`config.mk`:
```
export PLATFORM = sky130hd
export DESIGN_NAME = sound_isa_dma_ctrl
export DESIGN_NICKNAME = d
export VERILOG_FILES = /design/src/rtl/sound_isa_dma_ctrl.sv
export SDC_FILE = /design/constraint.sdc
export NUM_CORES = 1
export LEC_CHECK = 0
export ABC_AREA = 1
export BUFFER_PORTS_ARGS = -buffer_cell sky130_fd_sc_hd__buf_4
export CORE_MARGIN = 1
export CORE_UTILIZATION = 27
export DETAILED_ROUTE_END_ITERATION = 6
export PLACE_DENSITY = 0.44
export SKIP_CTS_REPAIR_TIMING = 1
export SYNTH_ARGS = -nofsm -noshare
export SYNTH_HDL_FRONTEND = slang
export SYNTH_SLANG_ARGS = --single-unit
export TNS_END_PERCENT = 1
```
`constraint.sdc`:
```
create_clock -name clk -period 2.2 [get_ports clk]
set_input_delay 0.44 -clock clk [delete_from_list [all_inputs] [get_ports clk]]
set_output_delay 0.44 -clock clk [all_outputs]
set_load 0.01 [all_outputs]
```
`src/rtl/sound_isa_dma_ctrl.sv`:
```
// ISA DMA handshake controller: arbitrates the DSP 8/16-bit requests onto DRQ1/DRQ5 and runs
// single-cycle ISA DMA transfers, acking playback/record words back to the DSP.
module sound_isa_dma_ctrl #(
    parameter int TIMEOUT_US = 1000
) (
    input  logic        clk,
    input  logic        rst,
    input  logic        ce_1us,
    input  logic        dsp_req8,
    input  logic        dsp_req16,
    output logic        dsp_ack,
    output logic [15:0] dsp_readdata,
    input  logic [15:0] dsp_writedata,
    output logic        isa_drq1,
    output logic        isa_drq5,
    input  logic        isa_dack1_n,
    input  logic        isa_dack5_n,
    input  logic        isa_iow_n,
    input  logic        isa_ior_n,
    input  logic        isa_tc,
    input  logic [15:0] isa_d_in,
    output logic [15:0] isa_d_out,
    output logic        isa_d_oe,
    output logic        tc8,
    output logic        tc16,
    output logic        timeout
);

    localparam int CNT_W = $clog2(TIMEOUT_US + 1);

    typedef enum logic [2:0] {IDLE, REQ, WAIT_STB, XFER, DONE} state_t;

    // 8-bit transfers only carry the low byte; the high byte reads as zero.
    function automatic logic [15:0] lane_sel(input logic wide, input logic [15:0] w);
        return wide ? w : {8'h00, w[7:0]};
    endfunction

    // Async bundle order: {tc, ior_n, iow_n, dack5_n, dack1_n}; idle values are tc=0, strobes high.
    localparam logic [4:0] SYNC_IDLE = 5'b01111;

    logic [4:0]       sync_p0, sync_p1, sync_p2;
    logic [15:0]      d_in_p0;
    logic [15:0]      hold_q;
    state_t           state;
    logic             ch16, last_ch16, rec_q, tc_flag, done_dly;
    logic [CNT_W-1:0] to_cnt;

    logic dack1_s, dack5_s, iow_s, ior_s, tc_s;
    logic dack_s, stb_s, stb_rise, grant16;

    assign dack1_s  = sync_p1[0];
    assign dack5_s  = sync_p1[1];
    assign iow_s    = sync_p1[2];
    assign ior_s    = sync_p1[3];
    assign tc_s     = sync_p1[4];
    assign dack_s   = ch16 ? dack5_s : dack1_s;
    assign stb_s    = rec_q ? ior_s : iow_s;
    assign stb_rise = rec_q ? (ior_s & ~sync_p2[3]) : (iow_s & ~sync_p2[2]);
    // Round-robin: with both requesting, grant the channel that was not served last.
    assign grant16  = dsp_req16 & (~dsp_req8 | ~last_ch16);

    // Stage p0/p1: two-flop synchronisers; p2 keeps the previous synced value for edge detection
    always_ff @(posedge clk) begin
        if (rst) begin
            sync_p0 <= SYNC_IDLE;
            sync_p1 <= SYNC_IDLE;
            sync_p2 <= SYNC_IDLE;
        end else begin
            sync_p0 <= {isa_tc, isa_ior_n, isa_iow_n, isa_dack5_n, isa_dack1_n};
            sync_p1 <= sync_p0;
            sync_p2 <= sync_p1;
        end
    end

    // Data capture: bus input registered each clock, playback word held while IOW is low
    always_ff @(posedge clk) begin
        d_in_p0 <= isa_d_in;
        if (state == XFER && !rec_q && !iow_s)
            hold_q <= d_in_p0;
    end

    always_ff @(posedge clk) begin
        if (rst) begin
            state        <= IDLE;
            ch16         <= 1'b0;
            last_ch16    <= 1'b1;
            rec_q        <= 1'b0;
            tc_flag      <= 1'b0;
            done_dly     <= 1'b0;
            to_cnt       <= '0;
            isa_drq1     <= 1'b0;
            isa_drq5     <= 1'b0;
            dsp_ack      <= 1'b0;
            dsp_readdata <= 16'h0000;
            isa_d_out    <= 16'h0000;
            isa_d_oe     <= 1'b0;
            tc8          <= 1'b0;
            tc16         <= 1'b0;
            timeout      <= 1'b0;
        end else begin
            dsp_ack <= 1'b0;
            tc8     <= 1'b0;
            tc16    <= 1'b0;
            timeout <= 1'b0;
            case (state)
                IDLE: begin
                    if (dsp_req8 || dsp_req16) begin
                        ch16      <= grant16;
                        last_ch16 <= grant16;
                        isa_drq1  <= ~grant16;
                        isa_drq5  <= grant16;
                        to_cnt    <= '0;
                        tc_flag   <= 1'b0;
                        done_dly  <= 1'b0;
                        state     <= REQ;
                    end
                end
                REQ: begin
                    if (!dack_s) begin
                        isa_drq1 <= 1'b0;
                        isa_drq5 <= 1'b0;
                        state    <= WAIT_STB;
                    end else if (ce_1us) begin
                        if (to_cnt == CNT_W'(TIMEOUT_US - 1)) begin
                            isa_drq1 <= 1'b0;
                            isa_drq5 <= 1'b0;
                            timeout  <= 1'b1;
                            state    <= IDLE;
                        end else begin
                            to_cnt <= to_cnt + 1'b1;
                        end
                    end
                end
                WAIT_STB: begin
                    // IOR takes priority when both strobes are seen low together.
                    if (!ior_s) begin
                        rec_q     <= 1'b1;
                        isa_d_oe  <= 1'b1;
                        isa_d_out <= lane_sel(ch16, dsp_writedata);
                        state     <= XFER;
                    end else if (!iow_s) begin
                        rec_q <= 1'b0;
                        state <= XFER;
                    end else if (dack_s) begin
                        state <= IDLE;
                    end
                end
                XFER: begin
                    if (!stb_s && tc_s)
                        tc_flag <= 1'b1;
                    if (stb_rise) begin
                        dsp_ack      <= 1'b1;
                        dsp_readdata <= rec_q ? 16'h0000 : lane_sel(ch16, hold_q);
                        tc8          <= tc_flag & ~ch16;
                        tc16         <= tc_flag & ch16;
                        isa_d_oe     <= 1'b0;
                        state        <= DONE;
                    end
                end
                DONE: begin
                    // Extra clock after DACK release gives the DSP time to drop its request.
                    if (done_dly)
                        state <= IDLE;
                    else if (dack_s)
                        done_dly <= 1'b1;
                end
                default: state <= IDLE;
            endcase
        end
    end

endmodule

```
==> flow_summary.yaml <==
power:
  p_total_mw: 3.888
  powerDensity_mw_per_mm2: 816.7
  vdd_drop_max_mv: 0.7315
  p_leak_nw: 1.980
synth:
  synth_cell_types: 32
  syn_area_mm2: 0.003651
  synth-main-ff-cell: "dfxtp_1"
  synth_edf_count: 16
  postSynthAreaPerCell_um2: 8.905
  synth_area_leader_cell: "dfxtp_1"
  yosysSeqAreaShare_pct: 59.77
  synth_top_area_share_pct: 46.61
  ys_ff_latch: 101
  netlist_top_cells_area: "dfxtp_1, edfxtp_1, nand2_1"
  ys.warnings.count: 0
  ys_top_cells_by_count: "dfxtp_1, nand2_1, nand3_1"
  syn-num-nets: 453
  async_flop_share_pct: 0
  synthMostInstantiatedCell: "dfxtp_1"
  synthesis.instances: 410
finish:
  finalNonFillerCells: 674
  nets: 536
  synthToLayoutAreaGrowth_pct: 30.40
  antennaDiodeCount: 0
  fillCellCount: 1389
  drive_gt1_share_pct: 26.31
  final_area_mm2: 0.004761
drt:
  drt-initial-drc-count: 124
  wirelength_mm: 8.295
  wl_per_cell_um: 12.31
  drc: 0
  firstDrtPassIters: 4
  vias: 2884
  routed_via_density: 4.279
  ant_nets: 0
worst_setup_path:
  worstSetupPathType: "reg -> reg"
  crit_path_end_kind: "flop"
  arrival_ns: 1.87
  crit_chain: "nor3_2 -> inv_1 -> nor2_4 -> inv_2 -> nor2_1 -> nor2_1"
  startpoint_type: "flop"
  cp_slowest_stage_delay_ns: 0.37
  worst-endpoint-required_ns: 2.43
  cp_common_cell: "nor2_1"
  critPathSlowestCell: "dfxtp_1"
  crit_fanout: 18
floorplan:
  die_h_um: 118.3
  io_pins: 81
  core_area_mm2: 0.01319
  fp.dieArea_mm2: 0.01399
  die_w_um: 118.3
  start_util_pct: 27.68
  rows: 42
sta:
  fin_skew_ns: 0.008264
  layout_min_cycle_time_ns: 1.638
  slew_headroom_pct: 57.43
  setup_tns_ns: 0
  drv_slew: 0
  fin_crit_sh_pct: 74.45
  finalSetupViolCount: 0
  final-hold-violation-count: 0
  rsz0062_at_grt: "no"
  fmax_mhz: 610.6
  worst_pin_slew_ns: 0.6319
placed_design:
  place_inst: 658
  dpl.hpwl_mm: 5.818
  portBuffers: 80
  routabilityCongestion: 0.7605
  dpl-instance-area_mm2: 0.004451
cts:
  clk_path_buf_depth: 2
  cts-htree-levels: 3
  numCtsBuffers: 9
  clock-root-buffer: "clkbuf_16"
  clk_latency_ns: 0.34
  clk_pin_slew_worst_paths_ns: 0.07
  cts.sinks: 101
  cts_tree: "done"
global_route:
  grt_max_degree: 26
  grt-ovfl-total: 0
  grt_pass1_wl_mm: 13.84
  grt.total_usage_pct: 12.73
  grt_pass1_vias: 2835
  antenna_found_initial: 0
worst_hold_path:
  hp-class: "in -> reg"
status:
  status: "complete, no violations"
flow_run:
  drv_cap: 0
==> sequential cells by signal, summed over array words and instances (netlist names), 3 cells and up <==
signal,flops
d_in_p0,16
dsp_readdata,16
hold_q,16
isa_d_out,16
state,3
sync_p0,5
sync_p1,5
to_cnt,10
==> logic make-up after synthesis <==
kind of cell | share of synthesized area, %
xor+xnor | 0.2399
simple gates | 25.29
fa+ha+maj | 0.3426
buf+inv | 5.243
compound gates | 9.116
flops | 59.77
==> per-layer routing <==
metal / routed length (µm) / track usage (%) / share of wire, %
met5: 0 / 0 / 0
met3: 316 / 4.826 / 3.8
met1: 3859 / 15.23 / 47
met2: 4068 / 21.40 / 49
met4: 51 / 3.125 / 0.61
==> critical path: cells and delay by family, from the launching register on <==
kind	cells	cell delay, ns
simple gates	4	0.78
buf+inv	2	0.37
flops	1	0.37
==> per-stage QoR <==
step,utilization [%],hold WS (ns),setup WS [ns]
after floorplan,-,0.3855,0.4746
after global placement,33.74,0.3874,0.5476
after detailed placement,33.74,0.3887,0.5482
after CTS,36.09,0.1754,0.5275
after global routing,36.09,0.1661,0.3622
final,36.09,0.1927,0.5621
==> cells in the final DEF (no fill, tap or decap), types with 2 or more instances in the layout <==
cell type and count:
o21ai_0 18, buf_4 85, nor2_2 2, nor2_1 39, edfxtp_1 16, clkbuf_1 2
inv_6 2, nor2_4 3, nor3_2 4, a21oi_1 30, nor3_1 2, clkbuf_16 10
dfxtp_1 85, nand4_1 6, nor3b_1 2, or2_2 11, inv_2 6, nand2_1 84
nand3_1 40, inv_1 28, o21ai_1 9, nand2_2 2, a21oi_4 2
==> power by group <==
part	total, mW	switching [mW]	internal [mW]	leakage [nW]
sequential	1.95	0.0288	1.92	0.838
clock	1.64	0.679	0.958	0.153
combinational	0.302	0.180	0.122	0.989
total	3.89	0.888	3.00	1.98
==> path summary, 6_finish.rpt <==
path         cells after the start        start  slack [ns]           end
min reg2reg                      0   d_in_p0[1]        0.40     hold_q[1]
max reg2reg                      6     state[0]        0.56  isa_d_out[7]
min                              1  isa_d_in[6]        0.19    d_in_p0[6]
max                              6     state[0]        0.56  isa_d_out[7]
==> final cells by class <==
cell class / instances / area [µm²] / share of cell area, %
Tap cell: 176 / 220.2 / 4.625
Timing Repair Buffer: 85 / 638.1 / 13.40
Sequential cell: 101 / 2182 / 45.83
Clock buffer: 12 / 257.7 / 5.414
Inverter: 34 / 127.6 / 2.681
Multi-Input combinational cell: 262 / 1282 / 26.94
Clock inverter: 4 / 52.55 / 1.104
Note: power is estimated with default switching activity, not from simulation.
